$ cat src/rtl/uart_freq_cmd_pkg.sv
// Shared constants for the UART frequency command parser: ASCII codes,
// response bytes and the parser state encoding.
package uart_freq_cmd_pkg;

  localparam logic [7:0] ASCII_0    = 8'h30;
  localparam logic [7:0] ASCII_9    = 8'h39;
  localparam logic [7:0] ASCII_CR   = 8'h0D;
  localparam logic [7:0] ASCII_LF   = 8'h0A;
  localparam logic [7:0] RESP_OK    = 8'h4B;  // 'K'
  localparam logic [7:0] RESP_ERR   = 8'h45;  // 'E'

  localparam int ACC_W = 17;

  typedef enum logic [1:0] {
    ST_IDLE  = 2'd0,
    ST_ACCUM = 2'd1,
    ST_FLUSH = 2'd2,
    ST_RESP  = 2'd3
  } state_t;

endpackage

$ cat src/rtl/uart_freq_cmd.sv
// Parses ASCII decimal divider commands from a UART byte stream, updates the
// PWM step divider when the value is in range, and answers each command with 'K' or 'E'.
module uart_freq_cmd
  import uart_freq_cmd_pkg::*;
#(
  parameter int CLK_HZ      = 25000000,
  parameter int MAX_DIGITS  = 4,
  parameter int TIMEOUT_CYC = 25000000,
  parameter int DIV_MIN     = 100,
  parameter int DIV_MAX     = 9999,
  parameter int DIV_DEFAULT = 1600
) (
  input  logic        clk1,
  input  logic        rst,
  input  logic        rx_valid,
  input  logic [7:0]  rx_data,
  input  logic        tx_busy,
  output logic        tx_en,
  output logic [7:0]  tx_data,
  output logic [15:0] div_value,
  output logic        div_valid,
  output logic        cmd_err
);

  localparam int CNT_W = $clog2(MAX_DIGITS + 1);
  localparam int TMO_W = $clog2(TIMEOUT_CYC + 1);

  localparam logic [CNT_W-1:0] CNT_MAX   = CNT_W'(MAX_DIGITS);
  localparam logic [TMO_W-1:0] TMO_LAST  = TMO_W'(TIMEOUT_CYC - 1);
  localparam logic [ACC_W-1:0] DIV_MIN_A = ACC_W'(DIV_MIN);
  localparam logic [ACC_W-1:0] DIV_MAX_A = ACC_W'(DIV_MAX);
  localparam logic [15:0]      DIV_DEF_A = 16'(DIV_DEFAULT);

  if (CLK_HZ <= 0 || TIMEOUT_CYC < 2 || MAX_DIGITS < 1 || DIV_MAX > 65535 ||
      DIV_MIN > DIV_MAX) begin : g_bad_params
    $error("uart_freq_cmd: illegal parameter combination");
  end

  state_t           state;
  logic [ACC_W-1:0] acc;
  logic [CNT_W-1:0] digit_cnt;
  logic [TMO_W-1:0] tmo_cnt;
  logic [7:0]       resp_byte;

  logic             is_digit;
  logic             is_term;
  logic [ACC_W-1:0] acc_next;
  logic             in_range;
  logic             tmo_hit;

  always_comb begin
    is_digit = (rx_data >= ASCII_0) && (rx_data <= ASCII_9);
    is_term  = (rx_data == ASCII_CR) || (rx_data == ASCII_LF);
    // Digit values 0x30..0x39 carry their numeric value in the low nibble.
    acc_next = (acc * ACC_W'(10)) + {{(ACC_W-4){1'b0}}, rx_data[3:0]};
    in_range = (acc >= DIV_MIN_A) && (acc <= DIV_MAX_A);
    tmo_hit  = !rx_valid && (tmo_cnt == TMO_LAST);
  end

  always_ff @(posedge clk1) begin
    if (rst) begin
      state     <= ST_IDLE;
      acc       <= '0;
      digit_cnt <= '0;
      tmo_cnt   <= '0;
      resp_byte <= 8'h00;
      tx_en     <= 1'b0;
      tx_data   <= 8'h00;
      div_value <= DIV_DEF_A;
      div_valid <= 1'b0;
      cmd_err   <= 1'b0;
    end else begin
      tx_en     <= 1'b0;
      div_valid <= 1'b0;
      cmd_err   <= 1'b0;

      // Inter-byte idle counter only runs while a command is partially received.
      if (rx_valid || state == ST_IDLE || state == ST_RESP) begin
        tmo_cnt <= '0;
      end else begin
        tmo_cnt <= tmo_cnt + 1'b1;
      end

      case (state)
        ST_IDLE, ST_ACCUM: begin
          if (rx_valid) begin
            if (is_digit) begin
              if (digit_cnt == CNT_MAX) begin
                resp_byte <= RESP_ERR;
                state     <= ST_FLUSH;
              end else begin
                acc       <= acc_next;
                digit_cnt <= digit_cnt + 1'b1;
                state     <= ST_ACCUM;
              end
            end else if (is_term) begin
              // A lone terminator in IDLE is the second half of a CRLF pair.
              if (state == ST_ACCUM) begin
                if (in_range) begin
                  div_value <= acc[15:0];
                  div_valid <= 1'b1;
                  resp_byte <= RESP_OK;
                end else begin
                  cmd_err   <= 1'b1;
                  resp_byte <= RESP_ERR;
                end
                state <= ST_RESP;
              end
            end else begin
              resp_byte <= RESP_ERR;
              state     <= ST_FLUSH;
            end
          end else if (state == ST_ACCUM && tmo_hit) begin
            acc       <= '0;
            digit_cnt <= '0;
            tmo_cnt   <= '0;
            state     <= ST_IDLE;
          end
        end

        ST_FLUSH: begin
          if (rx_valid && is_term) begin
            cmd_err <= 1'b1;
            state   <= ST_RESP;
          end else if (tmo_hit) begin
            acc       <= '0;
            digit_cnt <= '0;
            tmo_cnt   <= '0;
            state     <= ST_IDLE;
          end
        end

        ST_RESP: begin
          // Received bytes are dropped here; the reply waits for the transmitter.
          if (!tx_busy) begin
            tx_en     <= 1'b1;
            tx_data   <= resp_byte;
            acc       <= '0;
            digit_cnt <= '0;
            state     <= ST_IDLE;
          end
        end

        default: begin
          acc       <= '0;
          digit_cnt <= '0;
          state     <= ST_IDLE;
        end
      endcase
    end
  end

endmodule

$ cat config.mk
export PLATFORM = sky130hd
export DESIGN_NAME = uart_freq_cmd
export DESIGN_NICKNAME = d
export VERILOG_FILES = /design/src/rtl/uart_freq_cmd_pkg.sv /design/src/rtl/uart_freq_cmd.sv
export SDC_FILE = /design/constraint.sdc
export NUM_CORES = 1
export LEC_CHECK = 0
export ABC_AREA = 1
export CAP_MARGIN = 20
export CORE_MARGIN = 1.5
export CORE_UTILIZATION = 53
export DETAILED_ROUTE_END_ITERATION = 6
export GPL_TIMING_DRIVEN = 0
export PLACE_DENSITY = 0.76
export SYNTH_ARGS = -nofsm -noshare
export SYNTH_HDL_FRONTEND = slang
export SYNTH_SLANG_ARGS = --single-unit
$ cat constraint.sdc
create_clock -name clk1 -period 2.5 [get_ports clk1]
set_input_delay 0.5 -clock clk1 [delete_from_list [all_inputs] [get_ports clk1]]
set_output_delay 0.5 -clock clk1 [all_outputs]
set_load 0.005 [all_outputs]
==> results.yml, run 1 <==
critical_path:
  cpMaxStageDelayCell: "fa_2"
  crit_buf_inv: 1
  arrival_ps: 2750
  crit_top_cell: "nand2_2"
  slowest_delay_ps: 570
  critPathKind: "reg -> reg"
  crit_chain: "ha_4 > ha_4 > fa_2 > nand2_2 > nor2_2 > nand2_1 > nand2_1 > nand2_2 > nor2_4 > inv_2 > nor2_2 > nand2_2 > nor2_4 > nand3_2 > nand3_2 > a21oi_2"
  cp.required_ps: 2720
  critPathTopFamily: "adder cells"
  cp-end-kind: "flip-flop"
  cp_max_fo: 3
  crit_path_start_kind: "flip-flop"
finish:
  final_nets: 782
  fillers: 681
  post-route-util_pct: 68.1
  area_growth_pct: 23.2
  final_cell_mix: "nand2_1 (146), inv_1 (86), nor2_1 (80)"
  diodes: 0
  final_common_cell: "nand2_1"
  drive_gt1_share_pct: 18.2
sta:
  worst_pin_slew_ps: 718
  drv_slew: 0
  relSlewSlack_pct: 52.1
  finalSetupViolations: 2
  min_period_ps: 2530
  rsz0062_at_grt: "true"
  layout_setup_ws_ps: -29.8
  maxClockFrequency_mhz: 395
  skew_ps: 11.9
  post-route-period-util_pct: 101
  hold_viol: 0
routing:
  dr_total_vias: 4569
  drc: 0
  dr.pass1.iters: 5
  wl_per_cell_um: 13.7
  wl_mm: 11.6
  avgViaCountPerCell: 5.39
  drtAntennaViolNets: 0
  drt_iter0_drc: 217
floorplanning:
  ios: 39
  die_w_um: 96.0
  die-area_mm2: 0.00922
  start_util_pct: 55.3
  die_h_um: 96.0
  rows: 33
  core_area_mm2: 0.00830
logic_synthesis:
  ys_seq_area_share_pct: 31.4
  synth-edff-count: 0
  syn_inst: 680
  synthFlopType: "dfxtp_1"
  yosysWarnings: 0
  ys_ff_latch: 72
  synthArstFlopShare_pct: 0
  yosysTopAreaCell: "dfxtp_1"
  synth_area_per_cell_um2: 6.75
  netlist_area_mm2: 0.00459
  synthTopCellsByArea: "dfxtp_1 (31%), nand2_1 (13%), ha_1 (8.5%)"
  yosys.cell_types.count: 43
  yosysTopAreaCellShare_pct: 31.4
pwr:
  p_leak_nw: 2.46
  vdd_drop_max_v: 0.000360
  total_power_mw: 2.62
  pwr_density_cell_mw_per_mm2: 463
placed_design:
  dp_slack_ps: -478
  port_buffers: 34
  gp_congestion: 0.950
  hpwl_mm: 8.46
outcome:
  violations: "negative setup slack"
  status: "complete, but fails checks"
cts:
  clock_sinks: 72
  clk_pin_slew_worst_paths_ps: 80
  cts_root_buffer: "clkbuf_8"
  cts_tree: "built"
  h-tree-depth: 3
  cts_hold_buf: 0
  cts_buffer_depth: 2
  clk_latency_ps: 350
  cts_made_buffers: 9
global_routing:
  grt_max_degree: 13
  gr-total-overflow: 0
  grt.total_usage_pct: 25.7
  grt_antenna_before_repair: 0
  grt_pass1_wl_mm: 18.4
  grt_pass1_vias: 4085
worst_hold_path:
  hold_path.class: "reg -> reg"
job:
  drv_cap: 0
-- flip-flops by register name (all words and copies together), names as in the netlist --
signal     cells
tx_data        3
digit_cnt      3
cmd_err        1
div_valid      1
tx_en          1
state          2
acc           17
div_value     16
resp_byte      3
tmo_cnt       25
-- final timing paths --
| check | startpoint | endpoint | slack [ps] | depth (start not counted) |
|---|---|---|---|---|
| worst min register to register | tmo_cnt[0] | tmo_cnt[0] | 450 | 1 |
| worst max-delay path | acc[1] | acc[16] | -30 | 16 |
| worst max register to register | acc[1] | acc[16] | -30 | 16 |
| worst min-delay path | tmo_cnt[0] | tmo_cnt[0] | 450 | 1 |
-- layout make-up --
type | instances | area [µm²] | share of cell area [%]
plain buffers | 17 | 106 | 1.88
clock buffers | 12 | 155 | 2.75
clock inverters | 4 | 98.8 | 1.75
inverters | 94 | 354 | 6.27
multi-input cells | 499 | 2930 | 51.8
flip-flops and latches | 72 | 1460 | 25.8
well taps | 105 | 131 | 2.32
repair buffers | 44 | 415 | 7.35
-- worst register-to-register path, delay by kind of cell, from the launching register on --
family | cells | cell delay [ps]
flip-flops | 1 | 350
AO/OA/AOI/OAI | 1 | 50
adder cells (fa/ha/maj) | 3 | 980
buffers and inverters | 1 | 50
AND/OR/NAND/NOR | 11 | 980
-- report_power, final --
group / internal [mW] / switching [mW] / total (mW)
logic: 0.106 / 0.173 / 0.279
clock network: 0.721 / 0.434 / 1.16
registers: 1.16 / 0.0196 / 1.18
-- per-layer routing --
| metal | GRT usage [%] | up-vias | part of all wire [%] | wire [µm] |
|---|---|---|---|---|
| met4 | 6.99 | 0 | 1.4 | 159 |
| met5 | 0 | - | 0 | 0 |
| li1 | - | 2315 | - | - |
| met2 | 44.1 | 119 | 49 | 5700 |
| met1 | 32.1 | 2119 | 45 | 5200 |
| met3 | 6.16 | 16 | 4.9 | 573 |
-- cell families (layout without fill, tap and decap cells) --
kind of cell	Yosys count	after routing	share of synthesized area (%)
other cells	1	3	0.0818
compound gates	94	94	11.6
xor+xnor	14	14	2.67
buf+inv	111	171	9.96
flops	72	72	31.4
simple gates	355	355	35.0
fa+ha+maj	33	33	9.33
-- cells in the mapped netlist (all sizes together), types with 2 or more instances --
| cell type | n |
|---|---|
| a211oi | 3 |
| a21oi | 41 |
| a22oi | 2 |
| a31oi | 2 |
| buf | 12 |
| clkbuf | 5 |
| dfxtp | 72 |
| fa | 2 |
| ha | 31 |
| inv | 93 |
| nand2 | 166 |
| nand3 | 56 |
| nand4 | 12 |
| nor2 | 98 |
| nor3 | 11 |
| nor3b | 4 |
| nor4 | 3 |
| o211ai | 5 |
| o21ai | 38 |
| or2 | 3 |
| xnor2 | 4 |
| xor2 | 10 |
-- timing repair --
item                                   in CTS  in global routing
resized for setup                          20                 48
cloned                                      0                  0
endpoints found under the hold margin       0                  0
setup buffers                               5                  5
setup endpoints to repair                   9                  8
pin swaps                                  12                 20
-- per-stage QoR --
| stage | hold slack (ps) | cell area [µm²] | setup TNS (ps) | cells |
|---|---|---|---|---|
| CTS | 456 | 5430 | -256 | 842 |
| global route | 471 | 5650 | -434 | 847 |
| floorplan | 417 | 4600 | 0 | 682 |
| global placement | 428 | 5070 | -2740 | 821 |
| detailed placement | 444 | 5070 | -3870 | 821 |
| finish | 451 | 5650 | -44.2 | 847 |
Power figures use the tool's default switching activity.
==> run 2: changes to the inputs <==
- CORE_ASPECT_RATIO: not set -> 0.6
==> run 2 against run 1 <==
Net effect:
- the flow still finishes with violations (negative setup slack)
- design area is 4.3% higher
- utilization is 1.6 points higher
- sequential power hardly changed
- register-to-register slack worse by 40 ps
==> results.yml, run 2 (same netlist as run 1, synthesis figures left out) <==
critical_path:
  crit_top_cell: "nand2_2"
  critPathTopFamily: "adder cells"
  crit_buf_inv: 2
  cp_max_fo: 4
  critPathKind: "reg -> reg"
  cp.required_ps: 2770
  slowest_delay_ps: 550
  cpMaxStageDelayCell: "fa_2"
  crit_path_start_kind: "flip-flop"
  crit_chain: "ha_2 > ha_4 > fa_2 > nand2_2 > inv_1 > nand2_2 > nand2_1 > nand2_2 > nor2_4 > inv_2 > nor2_4 > nand2_4 > o21ai_2 > nand3_2 > a21oi_2"
  cp-end-kind: "flip-flop"
  arrival_ps: 2850
cts:
  cts_root_buffer: "clkbuf_16"
  cts_made_buffers: 9
  clk_latency_ps: 340
  clock_sinks: 72
  cts_buffer_depth: 2
  cts_tree: "built"
  h-tree-depth: 3
  clk_pin_slew_worst_paths_ps: 60
routing:
  drt_iter0_drc: 351
  wl_mm: 13.5
  dr_total_vias: 4726
  drc: 0
  dr.pass1.iters: 5
  drtAntennaViolNets: 0
  avgViaCountPerCell: 5.48
  wl_per_cell_um: 15.6
sta:
  worst_pin_slew_ps: 698
  drv_slew: 0
  relSlewSlack_pct: 53.5
  post-route-period-util_pct: 103
  rsz0062_at_grt: "true"
  maxClockFrequency_mhz: 389
  min_period_ps: 2570
  skew_ps: 4.80
  hold_viol: 0
  layout_setup_ws_ps: -72.7
  finalSetupViolations: 3
placed_design:
  gp_congestion: 0.899
  hpwl_mm: 9.55
  dp.cells: 828
  dp_slack_ps: -419
  port_buffers: 34
finish:
  largest-register: "tmo_cnt"
  diodes: 0
  final_nets: 790
  largest_reg_flops: 25
  reg_top3: "tmo_cnt x25, acc x17, div_value x16"
  instances_no_fill: 862
  drive_gt1_share_pct: 20.3
  final_common_cell: "nand2_1"
  final_cell_mix: "nand2_1 (145), inv_1 (86), nor2_1 (79)"
  area_growth_pct: 28.5
  fillers: 695
global_routing:
  groute.layer.met1.usage_pct: 43.1
  gr-usage-met3_pct: 7.58
  busiest_layer: "met1"
  grt.total_usage_pct: 29.1
  gr-total-overflow: 0
  met2_usage_pct: 41.9
  grt_pass1_vias: 4169
  grt_max_degree: 14
  grt_pass1_wl_mm: 20.4
  grt_antenna_before_repair: 0
outcome:
  violations: "negative setup slack"
  status: "complete, but fails checks"
floorplanning:
  rows: 26
  die_h_um: 75.1
  die-area_mm2: 0.00924
  start_util_pct: 54.2
  ios: 39
  core_area_mm2: 0.00846
  die_w_um: 123
pwr:
  pwr_density_cell_mw_per_mm2: 504
  p_leak_nw: 2.56
  vdd_drop_max_v: 0.000407
job:
  drv_cap: 0
worst_hold_path:
  hold_path.class: "reg -> reg"
## run 2: worst min-delay path, cell delays in order (launching register included)
cell     delay (ps)
dfxtp_1         310
nand3_1          70
inv_1            40
## run 2: report_power, final
group          switching [mW]  total (mW)  internal [mW]
Sequential             0.0201        1.19           1.17
Combinational           0.184       0.292          0.108
Clock                   0.519        1.49          0.975
Total                   0.723        2.97           2.25
## run 2: layout make-up
type | instances | area (µm²) | area share [%]
Clock inverter | 7 | 120 | 2.04
Inverter | 94 | 354 | 6.01
Clock buffer | 9 | 225 | 3.82
Multi-Input combinational cell | 499 | 3010 | 51.0
Sequential cell | 72 | 1460 | 24.7
Tap cell | 112 | 140 | 2.38
Buffer | 17 | 108 | 1.83
Timing Repair Buffer | 52 | 483 | 8.19
## run 2: repair_timing
action / 4_1_cts / 5_1_grt
setup endpoints to repair: 9 / 22
pin swaps: 20 / 22
buffers inserted: 11 / 8
hold buffers: 0 / 0
gates cloned: 0 / 0
gates resized for setup: 31 / 56
## run 2: path summary, 6_finish.rpt
| kind | start | to | slack [ps] | cells past startpoint |
|---|---|---|---|---|
| worst max-delay path | acc[0] | acc[14] | -70 | 15 |
| worst min-delay path | div_value[15] | div_value[15] | 460 | 2 |
| worst max register to register | acc[0] | acc[14] | -70 | 15 |
| worst min register to register | div_value[15] | div_value[15] | 460 | 2 |
## run 2: through the flow
stage               TNS [ps]  instance area (µm²)  power (mW)  utilization [%]  hold slack [ps]
global placement       -3500                 5080        1.45             60.0              427
detailed placement     -5470                 5080        1.46             60.0              446
CTS                     -367                 5610        2.94             66.3              458
finish                  -156                 5900        2.97             69.7              458
global route            -549                 5900        3.07             69.7              490
floorplan                  0                 4600        1.38                -              417
## run 2: per-layer routing
layer | vias to the layer above | part of all wire [%]
li1 | 2326 | -
met1 | 2167 | 47
met2 | 220 | 42
met3 | 13 | 9.7
met4 | 0 | 0.86
met5 | - | 0
==> run 3: changes to the inputs <==
- ABC_AREA: 1 -> not set
- CORE_UTILIZATION: 53 -> 52
- PLACE_DENSITY: 0.76 -> 0.75
- SLEW_MARGIN: not set -> 15
==> run 3 against run 2 <==
Net effect:
- the run still ends with negative setup slack left
- combinational power fell by 60%
- hold slack worse by 2.8 ps
- critical path depth fell by 4
- flip-flop and latch count unchanged
- clock power down 14%
- largest cell class unchanged
- fmax decreased by 13%
- sequential power shrank 3%
- routed wire length fell by 13%
- via count shrank 17%
==> results.yml, run 3 <==
pwr:
  vdd_drop_max_v: 0.000332
  p_leak_nw: 2.15
  total_power_mw: 2.54
  pwr_density_cell_mw_per_mm2: 441
finish:
  area_growth_pct: 39.5
  diodes: 0
  fillers: 482
  final_cell_area_mm2: 0.00576
  largest-register: "tmo_cnt"
  post-route-util_pct: 77.0
  instances_no_fill: 670
  drive_gt1_share_pct: 25.6
  final_nets: 608
  largest_reg_flops: 25
  final_common_cell: "nor2_1"
  final_cell_mix: "nor2_1 (66), dfxtp_1 (62), buf_4 (39)"
  reg_top3: "tmo_cnt x25, acc x17, div_value x16"
global_routing:
  gr-total-overflow: 0
  grt_pass1_wl_mm: 17.6
  grt.total_usage_pct: 26.3
  grt_max_degree: 12
  grt_antenna_before_repair: 0
  grt_pass1_vias: 3591
logic_synthesis:
  synth-edff-count: 0
  yosysWarnings: 0
  netlist_area_mm2: 0.00413
  ys_ff_latch: 72
  post_synth_most_frequent_cells: "nor2_1 (73), dfxtp_1 (72), a21oi_1 (36), ha_1 (31), nand2_1 (31)"
  yosys.cell_types.count: 61
  ys_seq_area_share_pct: 34.9
  syn_inst: 479
  yosysTopAreaCell: "dfxtp_1"
  synthArstFlopShare_pct: 0
  yosysTopAreaCellShare_pct: 34.9
  yosysMostFrequentCell: "nor2_1"
  synth_area_per_cell_um2: 8.62
  synthTopCellsByArea: "dfxtp_1 (35%), ha_1 (9.4%), nor2_1 (6.6%)"
  synthFlopType: "dfxtp_1"
cts:
  cts_root_buffer: "clkbuf_16"
  clk_pin_slew_worst_paths_ps: 50
  cts_made_buffers: 9
  clk_latency_ps: 330
  cts_buffer_depth: 2
  cts_tree: "built"
  clock_sinks: 72
  h-tree-depth: 3
critical_path:
  arrival_ps: 3220
  crit_path_start_kind: "flip-flop"
  critPathKind: "reg -> reg"
  cp-end-kind: "flip-flop"
  cp_max_fo: 4
  cp.required_ps: 2750
placed_design:
  gp_congestion: 0.901
  post_dp_cell_area_mm2: 0.00481
  port_buffers: 34
  hpwl_mm: 7.52
  dp.cells: 619
  dp_slack_ps: -723
job:
  drv_cap: 0
sta:
  whs_ps: 455
  final.setup.tns_ps: -3100
  maxClockFrequency_mhz: 336
  post-route-period-util_pct: 119
  skew_ps: 7.39
  finalSetupViolations: 8
  worst_pin_slew_ps: 884
  hold_viol: 0
  relSlewSlack_pct: 40.3
  min_period_ps: 2970
  drv_slew: 0
  rsz0062_at_grt: "true"
  layout_setup_ws_ps: -473
routing:
  avgViaCountPerCell: 5.84
  dr_total_vias: 3916
  drc: 0
  dr.pass1.iters: 5
  drtAntennaViolNets: 0
  wl_per_cell_um: 17.5
  wl_mm: 11.7
  drt_iter0_drc: 336
outcome:
  violations: "negative setup slack"
  status: "complete, but fails checks"
floorplanning:
  die_w_um: 118
  start_util_pct: 55.2
  core_area_mm2: 0.00748
  die_h_um: 72.0
  die-area_mm2: 0.00850
  rows: 24
  ios: 39
worst_hold_path:
  hold_path.class: "reg -> reg"
## run 3: layout make-up
class / instances / area, µm² / area share (%)
inverters: 8 / 30.0 / 0.521
clock buffers: 11 / 253 / 4.39
flip-flops and latches: 72 / 1470 / 25.6
well taps: 104 / 130 / 2.26
clock inverters: 3 / 42.5 / 0.739
repair buffers: 72 / 643 / 11.2
multi-input cells: 378 / 3070 / 53.3
plain buffers: 22 / 115 / 2.00
## run 3: path summary, 6_finish.rpt
check | cells past startpoint | from | to | slack [ps]
setup / recovery | 11 | acc[3] | acc[16] | -470
hold / removal | 1 | tmo_cnt[0] | tmo_cnt[0] | 460
setup reg to reg | 11 | acc[3] | acc[16] | -470
hold reg to reg | 1 | tmo_cnt[0] | tmo_cnt[0] | 460
## run 3: power breakdown
| part | internal (mW) | leakage (nW) | switching (mW) | total, mW |
|---|---|---|---|---|
| Clock | 0.813 | 0.143 | 0.463 | 1.28 |
| Combinational | 0.0448 | 1.42 | 0.0711 | 0.116 |
| Sequential | 1.15 | 0.588 | 0.00389 | 1.15 |
| Total | 2.00 | 2.15 | 0.538 | 2.54 |
## run 3: kinds of logic after synthesis
kind of cell               share of synthesized area [%]
muxes                                               3.39
adders and majority gates                           10.4
xor gates and xnor gates                            9.45
AOI/OAI and AO/OA                                   14.1
buffers and inverters                               3.30
DFF                                                 34.9
and+or+nand+nor                                     24.4
other                                             0.0908
## run 3: repair_timing
action / in CTS / in global routing
gates resized for setup: 42 / 42
setup endpoints to repair: 32 / 58
endpoints found under the hold margin: 0 / 0
pin swaps: 11 / 32
hold buffers: 0 / 0
setup buffers: 15 / 24
## run 3: critical path, stage by stage, from the launching register on
cell and delay [ps]:
dfxtp_4 390, ha_4 210, ha_4 150, fa_2 350, a21o_4 240, a22oi_2 150, a21oi_2 100, a311o_1 310
a211o_1 290, o21ai_1 90, xnor3_1 410, o31ai_1 180
## run 3: per-layer routing
metal	track usage, %	share of wire, %	vias to the layer above
met5	0	0	-
met4	5.42	1.4	0
met3	8.25	8.5	22
met2	40.5	44	187
met1	36.5	46	1845
li1	-	-	1862
